===== src/rtl/aes_key_expansion.sv =====
// AES-128 key expansion: captures a key on ready and builds one round key per clock
// into a registered 1408-bit schedule, raising done once w0..w43 are all valid.

module aes_sbox (
  input  logic [7:0] value,
  output logic [7:0] sub
);

  localparam logic [7:0] SBOX [256] = '{
    8'h63, 8'h7c, 8'h77, 8'h7b, 8'hf2, 8'h6b, 8'h6f, 8'hc5, 8'h30, 8'h01, 8'h67, 8'h2b, 8'hfe, 8'hd7, 8'hab, 8'h76,
    8'hca, 8'h82, 8'hc9, 8'h7d, 8'hfa, 8'h59, 8'h47, 8'hf0, 8'had, 8'hd4, 8'ha2, 8'haf, 8'h9c, 8'ha4, 8'h72, 8'hc0,
    8'hb7, 8'hfd, 8'h93, 8'h26, 8'h36, 8'h3f, 8'hf7, 8'hcc, 8'h34, 8'ha5, 8'he5, 8'hf1, 8'h71, 8'hd8, 8'h31, 8'h15,
    8'h04, 8'hc7, 8'h23, 8'hc3, 8'h18, 8'h96, 8'h05, 8'h9a, 8'h07, 8'h12, 8'h80, 8'he2, 8'heb, 8'h27, 8'hb2, 8'h75,
    8'h09, 8'h83, 8'h2c, 8'h1a, 8'h1b, 8'h6e, 8'h5a, 8'ha0, 8'h52, 8'h3b, 8'hd6, 8'hb3, 8'h29, 8'he3, 8'h2f, 8'h84,
    8'h53, 8'hd1, 8'h00, 8'hed, 8'h20, 8'hfc, 8'hb1, 8'h5b, 8'h6a, 8'hcb, 8'hbe, 8'h39, 8'h4a, 8'h4c, 8'h58, 8'hcf,
    8'hd0, 8'hef, 8'haa, 8'hfb, 8'h43, 8'h4d, 8'h33, 8'h85, 8'h45, 8'hf9, 8'h02, 8'h7f, 8'h50, 8'h3c, 8'h9f, 8'ha8,
    8'h51, 8'ha3, 8'h40, 8'h8f, 8'h92, 8'h9d, 8'h38, 8'hf5, 8'hbc, 8'hb6, 8'hda, 8'h21, 8'h10, 8'hff, 8'hf3, 8'hd2,
    8'hcd, 8'h0c, 8'h13, 8'hec, 8'h5f, 8'h97, 8'h44, 8'h17, 8'hc4, 8'ha7, 8'h7e, 8'h3d, 8'h64, 8'h5d, 8'h19, 8'h73,
    8'h60, 8'h81, 8'h4f, 8'hdc, 8'h22, 8'h2a, 8'h90, 8'h88, 8'h46, 8'hee, 8'hb8, 8'h14, 8'hde, 8'h5e, 8'h0b, 8'hdb,
    8'he0, 8'h32, 8'h3a, 8'h0a, 8'h49, 8'h06, 8'h24, 8'h5c, 8'hc2, 8'hd3, 8'hac, 8'h62, 8'h91, 8'h95, 8'he4, 8'h79,
    8'he7, 8'hc8, 8'h37, 8'h6d, 8'h8d, 8'hd5, 8'h4e, 8'ha9, 8'h6c, 8'h56, 8'hf4, 8'hea, 8'h65, 8'h7a, 8'hae, 8'h08,
    8'hba, 8'h78, 8'h25, 8'h2e, 8'h1c, 8'ha6, 8'hb4, 8'hc6, 8'he8, 8'hdd, 8'h74, 8'h1f, 8'h4b, 8'hbd, 8'h8b, 8'h8a,
    8'h70, 8'h3e, 8'hb5, 8'h66, 8'h48, 8'h03, 8'hf6, 8'h0e, 8'h61, 8'h35, 8'h57, 8'hb9, 8'h86, 8'hc1, 8'h1d, 8'h9e,
    8'he1, 8'hf8, 8'h98, 8'h11, 8'h69, 8'hd9, 8'h8e, 8'h94, 8'h9b, 8'h1e, 8'h87, 8'he9, 8'hce, 8'h55, 8'h28, 8'hdf,
    8'h8c, 8'ha1, 8'h89, 8'h0d, 8'hbf, 8'he6, 8'h42, 8'h68, 8'h41, 8'h99, 8'h2d, 8'h0f, 8'hb0, 8'h54, 8'hbb, 8'h16
  };

  assign sub = SBOX[value];

endmodule

module aes_key_expansion (
  input  logic           clk,
  input  logic           rst,
  input  logic           ready,
  input  logic [0:127]   key,
  output logic [0:1407]  schedule,
  output logic           done
);

  typedef enum logic [0:0] {
    IDLE   = 1'b0,
    EXPAND = 1'b1
  } state_t;

  state_t         state_r, state_s;
  logic [3:0]     round_r, round_s;
  logic [0:1407]  schedule_s;
  logic           done_s;
  logic [0:127]   prev_rk_s;
  logic [0:127]   new_rk_s;
  logic [31:0]    w_a_s, w_b_s, w_c_s, w_d_s;
  logic [31:0]    rot_s, sub_s, temp_s;
  logic [31:0]    w_0_s, w_1_s, w_2_s, w_3_s;

  function automatic logic [7:0] rcon(input logic [3:0] r);
    case (r)
      4'd1:    rcon = 8'h01;
      4'd2:    rcon = 8'h02;
      4'd3:    rcon = 8'h04;
      4'd4:    rcon = 8'h08;
      4'd5:    rcon = 8'h10;
      4'd6:    rcon = 8'h20;
      4'd7:    rcon = 8'h40;
      4'd8:    rcon = 8'h80;
      4'd9:    rcon = 8'h1b;
      4'd10:   rcon = 8'h36;
      default: rcon = 8'h00;
    endcase
  endfunction

  // Select round key r-1 as the source for the round being computed
  always_comb begin
    prev_rk_s = 128'h0;
    case (round_r)
      4'd1:    prev_rk_s = schedule[0:127];
      4'd2:    prev_rk_s = schedule[128:255];
      4'd3:    prev_rk_s = schedule[256:383];
      4'd4:    prev_rk_s = schedule[384:511];
      4'd5:    prev_rk_s = schedule[512:639];
      4'd6:    prev_rk_s = schedule[640:767];
      4'd7:    prev_rk_s = schedule[768:895];
      4'd8:    prev_rk_s = schedule[896:1023];
      4'd9:    prev_rk_s = schedule[1024:1151];
      4'd10:   prev_rk_s = schedule[1152:1279];
      default: prev_rk_s = 128'h0;
    endcase
  end

  assign w_a_s = prev_rk_s[0:31];
  assign w_b_s = prev_rk_s[32:63];
  assign w_c_s = prev_rk_s[64:95];
  assign w_d_s = prev_rk_s[96:127];
  assign rot_s = {w_d_s[23:0], w_d_s[31:24]};

  aes_sbox u_sbox_0 (.value(rot_s[31:24]), .sub(sub_s[31:24]));
  aes_sbox u_sbox_1 (.value(rot_s[23:16]), .sub(sub_s[23:16]));
  aes_sbox u_sbox_2 (.value(rot_s[15:8]),  .sub(sub_s[15:8]));
  aes_sbox u_sbox_3 (.value(rot_s[7:0]),   .sub(sub_s[7:0]));

  assign temp_s   = sub_s ^ {rcon(round_r), 24'h000000};
  assign w_0_s    = w_a_s ^ temp_s;
  assign w_1_s    = w_0_s ^ w_b_s;
  assign w_2_s    = w_1_s ^ w_c_s;
  assign w_3_s    = w_2_s ^ w_d_s;
  assign new_rk_s = {w_0_s, w_1_s, w_2_s, w_3_s};

  // Next-state, round counter and schedule update; ready overrides any expansion
  always_comb begin
    state_s    = state_r;
    round_s    = round_r;
    schedule_s = schedule;
    done_s     = done;
    if (ready) begin
      schedule_s = {key, 1280'h0};
      done_s     = 1'b0;
      round_s    = 4'd1;
      state_s    = EXPAND;
    end else begin
      case (state_r)
        IDLE: begin
          round_s = 4'd0;
        end
        EXPAND: begin
          case (round_r)
            4'd1:    schedule_s[128:255]   = new_rk_s;
            4'd2:    schedule_s[256:383]   = new_rk_s;
            4'd3:    schedule_s[384:511]   = new_rk_s;
            4'd4:    schedule_s[512:639]   = new_rk_s;
            4'd5:    schedule_s[640:767]   = new_rk_s;
            4'd6:    schedule_s[768:895]   = new_rk_s;
            4'd7:    schedule_s[896:1023]  = new_rk_s;
            4'd8:    schedule_s[1024:1151] = new_rk_s;
            4'd9:    schedule_s[1152:1279] = new_rk_s;
            4'd10:   schedule_s[1280:1407] = new_rk_s;
            default: schedule_s = schedule;
          endcase
          if (round_r == 4'd10) begin
            done_s  = 1'b1;
            round_s = 4'd0;
            state_s = IDLE;
          end else if ((round_r == 4'd0) || (round_r > 4'd10)) begin
            // An out-of-range counter cannot be trusted; park without claiming done
            round_s = 4'd0;
            state_s = IDLE;
          end else begin
            round_s = round_r + 4'd1;
          end
        end
        default: begin
          round_s = 4'd0;
          state_s = IDLE;
        end
      endcase
    end
  end

  // State and output registers with asynchronous clear
  always_ff @(posedge clk or posedge rst) begin
    if (rst) begin
      state_r  <= IDLE;
      round_r  <= 4'd0;
      schedule <= 1408'h0;
      done     <= 1'b0;
    end else begin
      state_r  <= state_s;
      round_r  <= round_s;
      schedule <= schedule_s;
      done     <= done_s;
    end
  end

endmodule


===== config.mk =====
export PLATFORM = sky130hd
export DESIGN_NAME = aes_key_expansion
export DESIGN_NICKNAME = d
export VERILOG_FILES = /design/src/rtl/aes_key_expansion.sv
export SDC_FILE = /design/constraint.sdc
export NUM_CORES = 2
export LEC_CHECK = 0
export ABC_AREA = 1
export BUFFER_PORTS_ARGS = -buffer_cell sky130_fd_sc_hd__buf_2
export CORE_AREA = 2 2 595 597
export DETAILED_ROUTE_END_ITERATION = 6
export DIE_AREA = 0 0 597 599
export SYNTH_ARGS = -nofsm -noshare
export SYNTH_HDL_FRONTEND = slang
export SYNTH_SLANG_ARGS = --single-unit

===== constraint.sdc =====
create_clock -name clk -period 66.4 [get_ports clk]
set_input_delay 13.28 -clock clk [delete_from_list [all_inputs] [get_ports clk]]
set_output_delay 13.28 -clock clk [all_outputs]
set_load 0.02 [all_outputs]

Yosys cells after proc, flatten, opt, wreduce, memory -nomap -nowiden
Memory sizes are Yosys's and may differ from the RTL's.
Index checks and enable logic that the tools add are counted.
W data, S select, Z words.
- flip-flop bits (word level): 1414
- logic and storage cells: 100
- memories: 5
- input port bits: 131
- memory bits (read-only): 8320
- memories (name ; depth ; bits a word ; rd ports ; clocked after Yosys merged registers in ; wr ports ; RTL line ; source):
    (name not given) ; 256 ; 8 ; 1 ; 0 ; 0 ; 28 ; assign sub = SBOX[value];
    (name not given) ; 256 ; 8 ; 1 ; 0 ; 0 ; 28 ;
    (name not given) ; 256 ; 8 ; 1 ; 0 ; 0 ; 28 ;
    (name not given) ; 256 ; 8 ; 1 ; 0 ; 0 ; 28 ;
    (name not given) ; 16 ; 8 ; 1 ; 0 ; 0 ; 57 ; case (r)
- add/subtract/negate cells: 1
- $lt $le $gt $ge: 5
- eq/ne operators: 10
- reductions and logical operators: 23
- bitwise operators: 10
- multiplexer cells: 32
- operator list (kind ; number):
    $mux W1408 ; 1
    $mux W128 ; 10
    $mux W1280 ; 1
    $pmux W128 S10 ; 1
    $xor A32 B32 Y32 ; 5
    $mux W8 ; 8
    $ge A9 B9 Y1 const B ; 4
    $not A8 Y9 ; 4
    $reduce_bool A2 Y1 ; 11
    $reduce_and A2 Y1 ; 10
    $eq A4 B3 Y1 const B ; 4
    $eq A4 B4 Y1 const B ; 3
    $mux W4 ; 3
    $eq A4 B2 Y1 const B ; 2
    $pmux W4 S2 ; 1
    $mux W1 ; 7
    $add A4 B1 Y4 const B ; 1
    $eq A4 B1 Y1 const B ; 1
    $gt A4 B4 Y1 const B ; 1
    $logic_not A4 Y1 ; 1
    $logic_or A1 B1 Y1 ; 1
    $not A1 Y1 ; 1

Depth between registers and ports, before layout
- word-level depth: 14
- gate-level depth with buffers: 33
- gate-level depth less buffers: 30

Hierarchy
From an unflattened synthesis, not the netlist that was laid out.
- cell total of the unflattened synthesis: 10800
- area, all modules: 78843.1 um^2
- by module, submodules not included (module ; area an instance (um^2) ; instances ; cells an instance):
    aes_key_expansion ; 66471.3 ; 1 ; 8260
    aes_sbox ; 3093.0 ; 4 ; 635

Worst setup path before layout
Ideal clock, no wire load.
- path type: input port to flip-flop
- from: input ready
- to: register schedule[120] in the netlist's numbering
- path buffers: 5
- data required time: 66.264 ns
- arrival time: 14.877 ns
- stages on the path: 6
- path slack: 51.388 ns
- path through: clkbuf_1 > clkbuf_1 > clkbuf_1 > clkbuf_1 > clkbuf_1 > o21ai_0
- RTL lines (element ; RTL line ; source):
    start, declared ; 35 ; input logic ready,
    end signal, assigned ; 168 ; schedule <= schedule_s;
    end, declared ; 37 ; output logic [0:1407] schedule,
No word-level cell between the ends.

==> results.md <==
- Status: finished, violations left
- Failing checks: DRC
- Clock slew at reported path FFs: 60 ps
- Post-synth net total: 10500
- Worst Setup EP: schedule[1164]
- Drt wl/cell: around 37 µm
- CP startpoint: rst
- Vias per Instance: ~5.4
- Clk Latency, worst-skew pair: between 900 and 1000 ps
- RR Startpoint: round_r[3]
- Cts bufs inserted: ~170
- Hold buffers post-CTS: 0
- Synth area leaders: dfrtp_1 46%, nand2_1 17%, nand3_1 8.9%, o21ai_0 6.2%, inv_1 3.7%
- Post-CTS Resized: 0
- Clock skew: slightly below 100 ps
- Global-route wire length before repair: ~790000 µm
- Layout cells sized above 1: 19.7%
- Crit path time final: around 18000 ps
- # DRC: 9
- Iter 0 DRT Violations: 13100
- Core area: roughly 350000 µm²
- Worst hold stages: 2
- Most common cell after layout, fill and taps aside: nand2_1
- Drt first pass iters: 7
- HP Class: reg -> reg
- CTS root buf: clkbuf_16
- I/O Pins: between 1500 and 2000
- Initial Utilization: between 20% and 30%
- Rel. slew slack: about 3.2%
- Cell Pwr Density: between 50 and 60 nW/µm²
- Post-synthesis register bit count: about 1400
- Synth Flop Type: dfrtp_1
- Vias in the first global route: around 80000
- # fillers: slightly below 40000
- Most frequent cells in the layout: 3483 x nand2_1, 1538 x buf_2, 1412 x dfrtp_1
- Setup crit end kind: asynchronous set/reset pin
- # H-tree levels: 4
- GRT Overall Usage: about a third
- Unique masters post-synth: 43
- Synth Cell Area: between 70000 and 80000 µm²
- CP Max Fanout: ~130
- Nets@finish: 11700
- Sequential standard cell area: between 30000 and 40000 µm²
- Kind of critical path: in -> async
- Crit Reg-Reg Endpoint: schedule[205]
- LEAKAGE: ~50 nW
- Post-route setup TNS: 0 ps
- Total length of routed wires: slightly above 600000 µm
- Synth top area share: a little under half
- Asr flop ratio synth: 100%
- Worst reg2reg path depth: 24
- Cells after Synth: 10300
- CTS Sinks: about 1400
- Placed insts: roughly 16000
- Worst slew pin tran: roughly 1400 ps
- Fin. max-slew vios: 0
- CTS tree: yes
- Worst R2R Setup Slack: 57220 ps
- Post-DRT Antenna Nets: 0
- Initial antenna violation count: 64
- RSZ-0062 raised after global routing: false
- Full die area: between 300000 and 400000 µm²
- Placer Congestion: 1.01
- Pin count of the biggest net entering global routing: roughly 160
- Peak VDD IR: about 0.000028 V
- Setup Buffers After CTS: 0
- Multi-input logic area: about 36000 µm²
- Clock buffer depth: 4
- Final worst-path cycle share: 27.1%
- DR vias: between 80000 and 90000
- Die Y: 599 µm
- Die X: between 500 and 600 µm
- YS warnings: 0
- Seq/Total Area, Yosys: a little under half
- Number of flops mapped to enable cells by yosys: 0
- Row count: between 200 and 250
- Area Overhead vs Synth: 25.2%
- Cell Count, Final, Fillers Out: approximately 16000
- Mapped Avg Cell Area: 7.39 µm²
- Grt total ovfl: 0
- Max-cap violations: 0
- Worst EP required: a little under 70000 ps
- IO Port Bufs: roughly 1500
- Final Hold Vio Count: 0
- Max Freq: roughly 56 MHz
- Type of element launching the critical path: input port
- Setup violators final: 0
- Area leader, netlist: dfrtp_1
- Hpwl dp: between 400000 and 500000 µm
- Critical path arrival: about 19000 ps
[routing by layer]
metal	GRT usage (%)	part of all wire [%]
met5	0	0.013
met4	24.4	9.2
met3	10.7	12
met2	47.7	41
met1	40.4	38
[layout make-up]
| class | count | share of cell area (%) |
|---|---|---|
| multi-input combinational | 7415 | 37.4 |
| sequential | 1414 | 37.0 |
| timing repair buffer | 1793 | 10.2 |
| tap | 4620 | 6.04 |
| clock buffer | 237 | 5.21 |
| inverter | 767 | 3.11 |
| clock inverter | 70 | 0.919 |
| antenna | 28 | 0.0732 |
[cells in the mapped netlist, types with 6 or more instances]
cell type  count
o22ai_1      168
nor2_1       269
nor2_2        21
nand3_1     1364
o2111ai_1      8
clkbuf_1     435
a22o_1       174
nand3b_1      16
inv_1        751
o21ai_0      953
ha_1          48
nand4_1      407
buf_1         89
o21ai_1       91
buf_4         26
nand2_2       26
nand3_2       28
nor4_1        86
o211ai_1      12
a21oi_1      126
nor3_1         6
inv_2         11
buf_2        187
dfrtp_1     1414
a221oi_1      95
nand2_1     3490
[power by group]
group | total [W] | switching (W) | internal [W]
combinational | 0.00258 | 0.00204 | 0.000543
sequential | 0.00143 | 0.000276 | 0.00115
clock | 0.00102 | 0.000435 | 0.000582
total | 0.00503 | 0.00275 | 0.00228
[kinds of logic after synthesis]
family                   after synthesis  share of synthesized area, %
AO/OA/AOI/OAI                       1639                          12.5
XOR/XNOR                               8                        0.0917
adder cells (fa/ha/maj)               48                         0.786
buffers and inverters               1508                          7.88
flip-flops                          1414                          46.3
AND/OR/NAND/NOR                     5720                          32.5
[worst max-delay path: stages]
cell and delay (ps):
buf_2 130, inv_8 590, buf_12 580, buf_4 640
buf_4 740, buf_4 640, buf_4 530, buf_4 760
buf_4 670
[metrics by stage]
stage	utilization (%)	hold slack (ps)	worst slack [ps]	power, W	area, µm²
global placement	25.5	460	47320	0.00395	89700
CTS	27.2	479	48240	0.00498	95600
detailed placement	25.5	461	47310	0.00396	89700
floorplan	-	491	13250	0.00254	76400
finish	27.2	474	48400	0.00503	95700
global route	27.2	497	47590	0.00518	95700
[worst min path at each step]
stage                      to           start  slack [ps]
6_report       schedule[1348]  schedule[1348]         470
5_1_grt        schedule[1289]  schedule[1289]         500
4_1_cts        schedule[1348]  schedule[1348]         480
3_5_place_dp   schedule[1399]  schedule[1399]         460
3_3_place_gp   schedule[1394]  schedule[1394]         460
2_1_floorplan      round_r[0]      round_r[0]         490
[registers in the layout, indices dropped and copies added (netlist names)]
signal	count
done	1
state_r	1
schedule	1408
round_r	4
Note: power is estimated with default switching activity, not from simulation.
